`config.mk`:
```
export PLATFORM = sky130hd
export DESIGN_NAME = imm_gen_pipe_flat
export DESIGN_NICKNAME = d
export VERILOG_FILES = /design/src/rtl/imm_gen_pipe_pkg.sv /design/src/rtl/imm_gen_pipe_if.sv /design/src/rtl/imm_gen_pipe_decode.sv /design/src/rtl/imm_gen_pipe.sv /design/src/flat_wrapper.sv
export SDC_FILE = /design/constraint.sdc
export NUM_CORES = 1
export LEC_CHECK = 0
export BUFFER_PORTS_ARGS = -buffer_cell sky130_fd_sc_hd__buf_2
export CAP_MARGIN = 20
export CORE_MARGIN = 2
export CORE_UTILIZATION = 57
export DETAILED_ROUTE_END_ITERATION = 8
export GPL_TIMING_DRIVEN = 0
export PLACE_DENSITY_LB_ADDON = 0.3
export REMOVE_ABC_BUFFERS = 1
export SYNTH_ARGS = -nofsm -noshare
export SYNTH_HDL_FRONTEND = slang
export SYNTH_SLANG_ARGS = --single-unit
```
`constraint.sdc`:
```
create_clock -name clk -period 4.57 [get_ports clk]
set_clock_uncertainty 0.15 [all_clocks]
set_input_delay 0.2285 -clock clk [delete_from_list [all_inputs] [get_ports clk]]
set_output_delay 0.2285 -clock clk [all_outputs]
set_load 0.01 [all_outputs]
```
`src/rtl/imm_gen_pipe_pkg.sv`:
```
// Shared opcodes, format codes, FSM states and the stored entry layout for the
// immediate-generation stage. Entry fields are sized for the widest XLEN.
package imm_pkg;

    localparam int XLEN_MAX = 64;

    localparam logic [6:0] OPC_LOAD   = 7'b0000011;
    localparam logic [6:0] OPC_OP_IMM = 7'b0010011;
    localparam logic [6:0] OPC_JALR   = 7'b1100111;
    localparam logic [6:0] OPC_STORE  = 7'b0100011;
    localparam logic [6:0] OPC_BRANCH = 7'b1100011;
    localparam logic [6:0] OPC_LUI    = 7'b0110111;
    localparam logic [6:0] OPC_AUIPC  = 7'b0010111;
    localparam logic [6:0] OPC_JAL    = 7'b1101111;
    localparam logic [6:0] OPC_SYSTEM = 7'b1110011;

    typedef enum logic [2:0] {
        FMT_NONE = 3'd0,
        FMT_I    = 3'd1,
        FMT_S    = 3'd2,
        FMT_B    = 3'd3,
        FMT_U    = 3'd4,
        FMT_J    = 3'd5,
        FMT_SH   = 3'd6,
        FMT_CSR  = 3'd7
    } fmt_e;

    typedef enum logic [1:0] {
        ST_EMPTY = 2'd0,
        ST_ONE   = 2'd1,
        ST_TWO   = 2'd2
    } state_e;

    typedef struct packed {
        logic [31:0]         instr;
        logic [XLEN_MAX-1:0] pc;
        logic [XLEN_MAX-1:0] imm;
        fmt_e                fmt;
        logic [XLEN_MAX-1:0] target;
        logic                unknown;
    } entry_t;

endpackage

```
`src/rtl/imm_gen_pipe_if.sv`:
```
// Fetch-side and execute-side handshake bundle of the immediate-generation stage.
// master drives instructions in and accepts results; slave is the stage itself.
interface imm_gen_pipe_if #(
    parameter int XLEN = 32
);
    import imm_pkg::*;

    logic            in_valid;
    logic            in_ready;
    logic [31:0]     in_instr;
    logic [XLEN-1:0] in_pc;
    logic            out_valid;
    logic            out_ready;
    logic [31:0]     out_instr;
    logic [XLEN-1:0] out_pc;
    logic [XLEN-1:0] out_imm;
    fmt_e            out_fmt;
    logic [XLEN-1:0] out_target;
    logic            out_unknown;

    modport master (
        output in_valid, in_instr, in_pc, out_ready,
        input  in_ready, out_valid, out_instr, out_pc, out_imm, out_fmt,
               out_target, out_unknown
    );

    modport slave (
        input  in_valid, in_instr, in_pc, out_ready,
        output in_ready, out_valid, out_instr, out_pc, out_imm, out_fmt,
               out_target, out_unknown
    );
endinterface

```
`src/rtl/imm_gen_pipe_decode.sv`:
```
// Combinational RV32I immediate decoder: opcode -> format, extended immediate, unknown.
// Build macro IMM_ZICSR_EN adds the CSR-immediate (uimm) format for SYSTEM opcodes.
module imm_decode
    import imm_pkg::*;
#(
    parameter int XLEN = 32
) (
    input  logic [31:0]     i_instr,
    output fmt_e            o_fmt,
    output logic [XLEN-1:0] o_imm,
    output logic            o_unknown
);

    logic [2:0]         w_funct3;
    logic signed [11:0] w_imm_i;
    logic signed [11:0] w_imm_s;
    logic signed [12:0] w_imm_b;
    logic signed [31:0] w_imm_u;
    logic signed [20:0] w_imm_j;

    assign w_funct3 = i_instr[14:12];
    assign w_imm_i  = i_instr[31:20];
    assign w_imm_s  = {i_instr[31:25], i_instr[11:7]};
    assign w_imm_b  = {i_instr[31], i_instr[7], i_instr[30:25], i_instr[11:8], 1'b0};
    assign w_imm_u  = {i_instr[31:12], 12'b0};
    assign w_imm_j  = {i_instr[31], i_instr[19:12], i_instr[20], i_instr[30:21], 1'b0};

    always_comb begin
        o_fmt     = FMT_NONE;
        o_imm     = '0;
        o_unknown = 1'b0;
        unique case (i_instr[6:0])
            OPC_OP_IMM: begin
                if (w_funct3 == 3'b001 || w_funct3 == 3'b101) begin
                    o_fmt = FMT_SH;
                    // RV64 shifts carry a 6-bit shamt; bit 25 is funct7 on RV32
                    if (XLEN == 64) o_imm = XLEN'(i_instr[25:20]);
                    else            o_imm = XLEN'(i_instr[24:20]);
                end else begin
                    o_fmt = FMT_I;
                    o_imm = XLEN'(w_imm_i);
                end
            end
            OPC_LOAD, OPC_JALR: begin
                o_fmt = FMT_I;
                o_imm = XLEN'(w_imm_i);
            end
            OPC_STORE: begin
                o_fmt = FMT_S;
                o_imm = XLEN'(w_imm_s);
            end
            OPC_BRANCH: begin
                o_fmt = FMT_B;
                o_imm = XLEN'(w_imm_b);
            end
            OPC_LUI, OPC_AUIPC: begin
                o_fmt = FMT_U;
                o_imm = XLEN'(w_imm_u);
            end
            OPC_JAL: begin
                o_fmt = FMT_J;
                o_imm = XLEN'(w_imm_j);
            end
`ifdef IMM_ZICSR_EN
            OPC_SYSTEM: begin
                if (w_funct3[2]) begin
                    o_fmt = FMT_CSR;
                    o_imm = XLEN'(i_instr[19:15]);
                end else begin
                    o_unknown = 1'b1;
                end
            end
`endif
            default: o_unknown = 1'b1;
        endcase
    end

endmodule

```
`src/rtl/imm_gen_pipe.sv`:
```
// Registered immediate-generation stage: decode at input, pc-relative target add,
// two-entry skid buffer. Build macro IMM_ZICSR_EN enables CSR-immediate decoding.
module imm_gen_pipe
    import imm_pkg::*;
#(
    parameter int XLEN = 32
) (
    input  logic          clk,
    input  logic          rst,
    input  logic          flush,
    imm_gen_pipe_if.slave bus
);

    function automatic logic [XLEN-1:0] add_wrap(input logic [XLEN-1:0] a,
                                                 input logic [XLEN-1:0] b);
        return a + b;
    endfunction

    fmt_e            w_fmt_p0;
    logic [XLEN-1:0] w_imm_p0;
    logic            w_unknown_p0;
    logic            w_pcrel_p0;
    entry_t          w_entry_p0;
    logic            w_in_fire;
    logic            w_out_fire;

    state_e          r_state;
    logic            r_out_valid;
    logic            r_in_ready;
    entry_t          r_out_p1;
    entry_t          r_skid_p1;

    imm_decode #(.XLEN(XLEN)) u_decode (
        .i_instr   (bus.in_instr),
        .o_fmt     (w_fmt_p0),
        .o_imm     (w_imm_p0),
        .o_unknown (w_unknown_p0)
    );

    // p0: decoded entry built combinationally from the incoming instruction
    assign w_pcrel_p0 = (w_fmt_p0 == FMT_B) || (w_fmt_p0 == FMT_J) ||
                        (bus.in_instr[6:0] == OPC_AUIPC);

    always_comb begin
        w_entry_p0         = '0;
        w_entry_p0.instr   = bus.in_instr;
        w_entry_p0.pc      = XLEN_MAX'(bus.in_pc);
        w_entry_p0.imm     = XLEN_MAX'(w_imm_p0);
        w_entry_p0.fmt     = w_fmt_p0;
        w_entry_p0.target  = w_pcrel_p0 ? XLEN_MAX'(add_wrap(bus.in_pc, w_imm_p0)) : '0;
        w_entry_p0.unknown = w_unknown_p0;
    end

    assign w_in_fire  = bus.in_valid & r_in_ready;
    assign w_out_fire = r_out_valid & bus.out_ready;

    // p1: output register plus skid slot; in_ready depends only on held state
    always_ff @(posedge clk) begin
        if (rst) begin
            r_state     <= ST_EMPTY;
            r_out_valid <= 1'b0;
            r_in_ready  <= 1'b1;
            r_out_p1    <= '0;
            r_skid_p1   <= '0;
        end else if (flush) begin
            r_state     <= ST_EMPTY;
            r_out_valid <= 1'b0;
            r_in_ready  <= 1'b1;
        end else begin
            unique case (r_state)
                ST_EMPTY: begin
                    if (w_in_fire) begin
                        r_out_p1    <= w_entry_p0;
                        r_out_valid <= 1'b1;
                        r_state     <= ST_ONE;
                    end
                end
                ST_ONE: begin
                    if (w_in_fire && !w_out_fire) begin
                        r_skid_p1  <= w_entry_p0;
                        r_in_ready <= 1'b0;
                        r_state    <= ST_TWO;
                    end else if (w_in_fire && w_out_fire) begin
                        r_out_p1 <= w_entry_p0;
                    end else if (w_out_fire) begin
                        r_out_valid <= 1'b0;
                        r_state     <= ST_EMPTY;
                    end
                end
                ST_TWO: begin
                    if (w_out_fire) begin
                        r_out_p1   <= r_skid_p1;
                        r_in_ready <= 1'b1;
                        r_state    <= ST_ONE;
                    end
                end
                default: begin
                    r_state     <= ST_EMPTY;
                    r_out_valid <= 1'b0;
                    r_in_ready  <= 1'b1;
                end
            endcase
        end
    end

    assign bus.in_ready    = r_in_ready;
    assign bus.out_valid   = r_out_valid;
    assign bus.out_instr   = r_out_p1.instr;
    assign bus.out_pc      = r_out_p1.pc[XLEN-1:0];
    assign bus.out_imm     = r_out_p1.imm[XLEN-1:0];
    assign bus.out_fmt     = r_out_p1.fmt;
    assign bus.out_target  = r_out_p1.target[XLEN-1:0];
    assign bus.out_unknown = r_out_p1.unknown;

    if (XLEN < XLEN_MAX) begin : g_narrow
        logic w_unused_hi;
        assign w_unused_hi = ^{r_out_p1.pc[XLEN_MAX-1:XLEN],
                               r_out_p1.imm[XLEN_MAX-1:XLEN],
                               r_out_p1.target[XLEN_MAX-1:XLEN]};
    end

endmodule
```
`src/flat_wrapper.sv`:
```
// flat-port wrapper written by rule: the top's interface ports become plain ports
module imm_gen_pipe_flat import imm_pkg::*;
#(
    parameter int XLEN = 32
)
  (clk, rst, flush, bus_in_valid, bus_in_instr, bus_in_pc, bus_out_ready, bus_in_ready, bus_out_valid, bus_out_instr, bus_out_pc, bus_out_imm, bus_out_fmt, bus_out_target, bus_out_unknown);
  imm_gen_pipe_if #(.XLEN(XLEN)) bus_i ();
  input  logic clk;
  input  logic rst;
  input  logic flush;
  input wire logic [$bits(bus_i.in_valid)-1:0] bus_in_valid;
  input wire logic [$bits(bus_i.in_instr)-1:0] bus_in_instr;
  input wire logic [$bits(bus_i.in_pc)-1:0] bus_in_pc;
  input wire logic [$bits(bus_i.out_ready)-1:0] bus_out_ready;
  output wire logic [$bits(bus_i.in_ready)-1:0] bus_in_ready;
  output wire logic [$bits(bus_i.out_valid)-1:0] bus_out_valid;
  output wire logic [$bits(bus_i.out_instr)-1:0] bus_out_instr;
  output wire logic [$bits(bus_i.out_pc)-1:0] bus_out_pc;
  output wire logic [$bits(bus_i.out_imm)-1:0] bus_out_imm;
  output wire logic [$bits(bus_i.out_fmt)-1:0] bus_out_fmt;
  output wire logic [$bits(bus_i.out_target)-1:0] bus_out_target;
  output wire logic [$bits(bus_i.out_unknown)-1:0] bus_out_unknown;
  assign bus_i.in_valid = bus_in_valid;
  assign bus_i.in_instr = bus_in_instr;
  assign bus_i.in_pc = bus_in_pc;
  assign bus_i.out_ready = bus_out_ready;
  assign bus_in_ready = bus_i.in_ready;
  assign bus_out_valid = bus_i.out_valid;
  assign bus_out_instr = bus_i.out_instr;
  assign bus_out_pc = bus_i.out_pc;
  assign bus_out_imm = bus_i.out_imm;
  assign bus_out_fmt = bus_i.out_fmt;
  assign bus_out_target = bus_i.out_target;
  assign bus_out_unknown = bus_i.out_unknown;
  imm_gen_pipe #(.XLEN(XLEN)) u_core (.clk(clk), .rst(rst), .flush(flush), .bus(bus_i));
endmodule
```
# After elaboration in Yosys (flattened, before gate mapping)
# Index checks and enable logic that the tools add are counted.
[word_totals] output_inout_bits=134 wordCells=86 in_bits=69 reg_bits=300
[op_classes] n_reduce_logical=17 n_eq_ne=23 n_mux=25 bitwise=5 n_addsub=1
[ops] operator="228-bit two-way mux" n=4
[ops] operator="228-bit case mux with 3 select lines" n=1
[ops] operator="32-bit case mux with 6 select lines" n=1
[ops] operator="32-bit two-way mux" n=2
[ops] operator="32-bit adder" n=1
[ops] operator="7-bit equality test, second input constant" n=3
[ops] operator="3-bit case mux with 6 select lines" n=1
[ops] operator="7-bit by 5-bit equality test with 1-bit output, second input constant" n=2
[ops] operator="7-bit by 6-bit equality test with 1-bit output, second input constant" n=2
[ops] operator="2-bit two-way mux" n=5
[ops] operator="2-bit by 1-bit != test with 1-bit output, second input constant" n=5
[ops] operator="8-bit OR reduction" n=1
[ops] operator="7-bit by 2-bit equality test with 1-bit output, second input constant" n=1
[ops] operator="1-bit two-way mux" n=7
[ops] operator="3-bit equality test, second input constant" n=2
[ops] operator="1-bit case mux with 3 select lines" n=2
[ops] operator="2-bit case mux with 3 select lines" n=1
[ops] operator="3-bit AND reduction" n=2
[ops] operator="6-bit AND reduction" n=1
[ops] operator="2-bit OR reduction" n=3
[ops] operator="5-bit AND reduction" n=1
[ops] operator="2-bit != test, second input constant" n=2
[ops] operator="4-bit AND reduction" n=1
[ops] operator="3-bit by 1-bit equality test with 1-bit output, second input constant" n=1
[ops] operator="13 further kinds" n=19

# Logic depth before layout (Yosys ltp)
[depth] word_depth=11 depth_mapped=18 depth_no_buf=15

# Modules after synthesis
# Synthesis repeated with hierarchy kept, for this count alone.
[hier_totals] hier_cells=1659 area_unflattened_um2=12623.4
[modules_own_cells] module="imm_gen_pipe" area_each_um2=12034.0 seq_area_each_um2=5365.1 cells_each=1571 instances=1
[modules_own_cells] module="imm_decode" area_each_um2=589.3 seq_area_each_um2=0.0 cells_each=88 instances=1

# Worst setup path after synthesis
# No wires, ideal clock.
[synth_timing] path_kind="input to register" from="in bus_in_instr[1]" to="reg u_core.r_skid_p1[31] (netlist bit)" required_time_ns=4.292 t_arrival_ns=3.486 path_stages=18 setup_slack_ns=0.807 n_path_buf=3 setup_ns=0.128 path_cell_list="buf_2 nor4bb_2 and3_1 or3_1 buf_4 and2_4 buf_6 a21oi_2 inv_1 ha_1 a21oi_1 o21ai_0 a31oi_1 o21ai_0 and3_2 or4_4 a32oi_1 nor2_1"
[synth_between] elab_cells_between_ends=18 cone_classes="add/sub: 1; eq/ne: 10; mux: 3; reduce/logical: 4"
[synth_rtl] element="start, declared" line_no="flat_wrapper.sv:12" rtl="input wire logic [$bits(bus_i.in_instr)-1:0] bus_in_instr;"
[synth_rtl] element="7-bit by 6-bit equality test with 1-bit output (tied with other cells)" line_no="imm_gen_pipe_decode.sv:32" rtl="unique case (i_instr[6:0])"
[synth_rtl] element="2-bit OR reduction" line_no="imm_gen_pipe_decode.sv:32"
[synth_rtl] element="32-bit case mux with 6 select lines *" line_no="imm_gen_pipe_decode.sv:32"
[synth_rtl] element="named net u_core.u_decode.o_imm[21]" line_no="imm_gen_pipe_decode.sv:10" rtl="output logic [XLEN-1:0] o_imm,"
[synth_rtl] element="32-bit adder *" line_no="imm_gen_pipe.sv:16" rtl="return a + b;"
[synth_rtl] element="32-bit two-way mux *" line_no="imm_gen_pipe.sv:50" rtl="w_entry_p0.target = w_pcrel_p0 ? XLEN_MAX'(add_wrap(bus.in_pc, w_imm_p0)) : '0;"
[synth_rtl] element="end signal, assigned" line_no="imm_gen_pipe.sv:80" rtl="r_skid_p1 <= w_entry_p0;"
[synth_rtl] element="end, declared" line_no="imm_gen_pipe.sv:31" rtl="entry_t r_skid_p1;"
# Mark *: on every way through the listed nets, which the timed path passes. The rest lies on a longest branch.
# A chain may end at the register's enable or synchronous reset.

# Worst setup path after layout
[layout_timing] from="in bus_in_instr[4]" to="reg u_core.r_out_p1, in the netlist u_core.bus.out_target[31]"
[layout_between] elab_cells_between_ends=22 cone_classes="add/sub: 1; eq/ne: 10; mux: 7; reduce/logical: 4"
[layout_rtl] element="7-bit by 6-bit equality test with 1-bit output (tied with other cells)" line_no="imm_gen_pipe_decode.sv:32"
[layout_rtl] element="2-bit OR reduction" line_no="imm_gen_pipe_decode.sv:32"
[layout_rtl] element="32-bit case mux with 6 select lines *" line_no="imm_gen_pipe_decode.sv:32"
[layout_rtl] element="named net u_core.u_decode.o_imm[23]" line_no="imm_gen_pipe_decode.sv:10"
[layout_rtl] element="32-bit adder *" line_no="imm_gen_pipe.sv:16"
[layout_rtl] element="32-bit two-way mux *" line_no="imm_gen_pipe.sv:50"
[layout_rtl] element="228-bit two-way mux" line_no="imm_gen_pipe.sv:83" rtl="end else if (w_in_fire && w_out_fire) begin"
[layout_rtl] element="228-bit two-way mux" line_no="imm_gen_pipe.sv:79" rtl="if (w_in_fire && !w_out_fire) begin"
[layout_rtl] element="228-bit case mux with 3 select lines *" line_no="imm_gen_pipe.sv:70" rtl="unique case (r_state)"
[layout_rtl] element="end signal, assigned" line_no="imm_gen_pipe.sv:73" rtl="r_out_p1 <= w_entry_p0;"
[layout_rtl] element="end signal, assigned" line_no="imm_gen_pipe.sv:84" rtl="r_out_p1 <= w_entry_p0;"
[layout_rtl] element="end signal, assigned" line_no="imm_gen_pipe.sv:92" rtl="r_out_p1 <= r_skid_p1;"
[layout_rtl] element="end, declared" line_no="imm_gen_pipe.sv:30" rtl="entry_t r_out_p1;"
# Mark *: on every way through the listed nets, which the timed path passes. The rest lies on a longest branch. The select of a mux whose other input is x is not followed.

==> flow_summary_export.csv <==
group,metric,value,unit
timing,hold_viol_final,0,
global_route,grt.total_usage,0.2988,
yosys,ys.flop_type,"dfxtp_1",
clock_network,cts_root_buffer,"clkbuf_16",
timing,whs,0.004513,ns
timing,max_freq,233.8,MHz
floorplanning,core,21890,um^2
yosys,netlist_top_cells_area,"dfxtp_1 42%, nand2_1 10%, nor2_1 7.2%",
global_route,grt_pass1_vias,11643,
flow_run,cap_violations,0,
global_route,antenna_found_initial,0,
final_layout,area_delta_synth_final,22.72,%
yosys,synth_area_per_cell,7.662,um^2
timing,timing.final.ws_setup,0.2937,ns
route,ant_nets,0,
floorplanning,die_area,23530,um^2
critical_path,critPathMostFrequentCell,"nor2_1",
critical_path,required,4.87,ns
yosys,synth_seq_cells,268,
critical_path,crit_fanout,12,
route,route.vias.total,12644,
floorplanning,boundaryPins,203,
floorplanning,start_util,0.5810,
outcome,status,"complete, no violations",
clock_network,clock_latency,0.56,ns
critical_path,slowest_stage,"dlygate4sd3_1",
yosys,yosysMostFrequentCell,"nand2_1",
power,p_int,4.113,mW
critical_path,critPathLaunchType,"input pin",
power,p_sw,1.422,mW
clock_network,path_clk_slew,0.06,ns
yosys,yosysSeqAreaShare,0.4218,
route,wl_met1,15370,um
hold_path,hold_class,"input pin to flip-flop",
critical_path,cp_cell_sequence,"dlygate4sd3_1, buf_2, nand4b_1, nor2_1, or3_4, and2_4, a21oi_2, inv_1, ha_1, and4_1, and3_1, a22oi_1, a211oi_1, nor2_1, a31oi_1, nand3b_1, a311oi_1",
timing,period_share,0.9357,
power,ir_worst_vdd,0.0003015,V
critical_path,arrival,4.57,ns
yosys,synth_top_area_cell,"dfxtp_1",
route,drcViolationCount,0,
power,swShare,0.2569,
route,drt-pass1-iter-count,5,
route,wl_met3,2621,um
yosys,synthArstFlopShare,0,
route,dr.max_layer_used,"met4",
final_layout,drive_gt1_frac,0.1699,
yosys,synth_edf_count,0,
yosys,ys_warn_count,0,
timing,setup_violations,0,
power,seq_power_share,0.445,
place,port_buffers,202,
floorplanning,die_h,153.4,um
yosys,synth_cell_types,71,
timing,max-slew-margin-rel,0.3234,
yosys,synth_top_area_share,0.4218,
route,wl_per_cell,17.09,um
place,post-dp-hpwl,24110,um
route,initialDrtViolationCount,911,
global_route,grt_pass1_wl,59200,um
timing,period_minus_slack,4.276,ns
yosys,synth_common_cells,"351 x nand2_1, 268 x dfxtp_1, 244 x nor2_1, 169 x a21oi_1, 100 x clkbuf_1",
critical_path,cpPeakStageDelay,0.54,ns
final_layout,nets,1952,
timing,drv_slew,0,
critical_path,worst-setup-path-type,"input pin to flip-flop",
clock_network,htree_num_levels,1,
yosys,syn_inst,1660,
global_route,overflow,0,
floorplanning,fp.dieW,153.4,um
clock_network,cts_tree,"yes",
critical_path,cp-end-kind,"flip-flop",
yosys,syn_area,12720,um^2
power,power_density,354.6,nW/um^2
clock_network,cts_sinks,268,
power,totalPowerFinal,5.536,mW
power,clock_power_share,0.436,
clock_network,numCtsBuffers,28,
place,dp_slack,0.1342,ns
floorplanning,rows,54,
route,routed-wl-met2,17840,um
clock_network,clockBufferDepth,3,
power,p_comb_frac,0.119,
route,vias_per_cell,5.873,
route,wirelength,36790,um
place,gp_congestion,0.9032,
global_route,grt_max_degree,143,
timing,worst_pin_slew,1.012,ns
power,p_leak,6.505,nW
-- power groups by stage --
stage | Sequential [mW] | Combinational, mW | Clock [mW]
3_3_place_gp | 2.51 | 0.601 | 0
6_report | 2.47 | 0.657 | 2.41
5_1_grt | 2.47 | 0.721 | 2.51
3_5_place_dp | 2.52 | 0.600 | 0
2_1_floorplan | 2.55 | 0.313 | 0
4_1_cts | 2.46 | 0.648 | 2.43
-- worst paths after layout --
path / depth (start not counted) / slack, ns / start / to
worst max register to register: 7 / 1.33 / u_core.r_state[0]$_SDFFE_PP0P_ / u_core.bus.out_target[29]$_SDFFE_PP0P_
worst min-delay path: 2 / 0.005 / rst / u_core.bus.out_fmt[1]$_SDFFE_PP0P_
worst min register to register: 2 / 0.30 / u_core.r_skid_p1[143]$_SDFFE_PP0P_ / u_core.r_skid_p1[143]$_SDFFE_PP0P_
worst max-delay path: 17 / 0.29 / bus_in_instr[4] / u_core.bus.out_target[31]$_SDFFE_PP0P_
-- stage by stage --
step / instance area (um^2) / std cells / util / TNS [ns]
detailed placement: 13910 / 2033 / 0.6353 / 0
global placement: 13520 / 2006 / 0.6174 / -2050.80
finish: 15610 / 2153 / 0.7131 / 0
global route: 15610 / 2152 / 0.7130 / -0.06291
floorplan: 12150 / 1524 / - / -953.73
CTS: 15570 / 2152 / 0.7114 / 0
-- cells by family after synthesis --
logic type | after synthesis | synth area share
flops | 268 | 0.4218
simple gates | 706 | 0.2302
mux | 1 | 0.0007870
compound gates | 450 | 0.2395
buf+inv | 174 | 0.05567
fa+ha+maj | 32 | 0.03207
xor+xnor | 29 | 0.01997
-- layout make-up --
class | instances | area, um^2
clock inverter | 11 | 157.7
tap | 280 | 350.3
sequential | 268 | 5365
fill | 1688 | 6281
timing repair buffer | 297 | 2052
antenna | 1 | 2.502
clock buffer | 40 | 825.8
inverter | 38 | 142.6
multi-input combinational | 1218 | 6714
-- worst max-delay path, delay by kind of cell --
family          cells  cell delay [ns]
simple gates        8             1.77
compound gates      5             1.20
buf+inv             3             0.89
fa+ha+maj           1             0.48
-- cell usage in the layout, fill, tap and decap left out, types with 11 or more instances in the layout --
cell type and instances:
a211oi_1 71, a21o_1 15, a21oi_1 169, a21oi_2 11, a22oi_1 12, a311oi_1 77
a31oi_1 13, buf_2 201, buf_4 17, clkbuf_16 28, dfxtp_1 268, dlygate4sd3_1 68
ha_1 31, inv_1 37, nand2_1 351, nand3_1 29, nand3b_1 12, nor2_1 243
nor3_1 20, o211ai_1 11, o21ai_0 22, xnor2_1 19
-- per-layer routing --
metal | global-route usage | vias up
met1 | 0.3867 | 5988
li1 | - | 6162
met4 | 0.08956 | 0
met3 | 0.05585 | 77
met5 | 0 | -
met2 | 0.5091 | 417
-- registers in the layout (all words and copies together) (netlist names) --
signal	cells
u_core.bus.out_instr	32
u_core.bus.in_ready	1
u_core.bus.out_pc	32
u_core.r_skid_p1	132
u_core.bus.out_imm	32
u_core.bus.out_target	32
u_core.r_state	2
u_core.bus.out_fmt	3
u_core.bus.out_unknown	1
u_core.bus.out_valid	1
-- repair_timing --
action / 4_1_cts / 5_1_grt
setup buffers: 0 / 0
resized for setup: 0 / 11
endpoints found under the setup margin: 0 / 17
hold buffers: 68 / 0
endpoints found under the hold margin: 149 / 0
(Power assumes the default switching activity.)
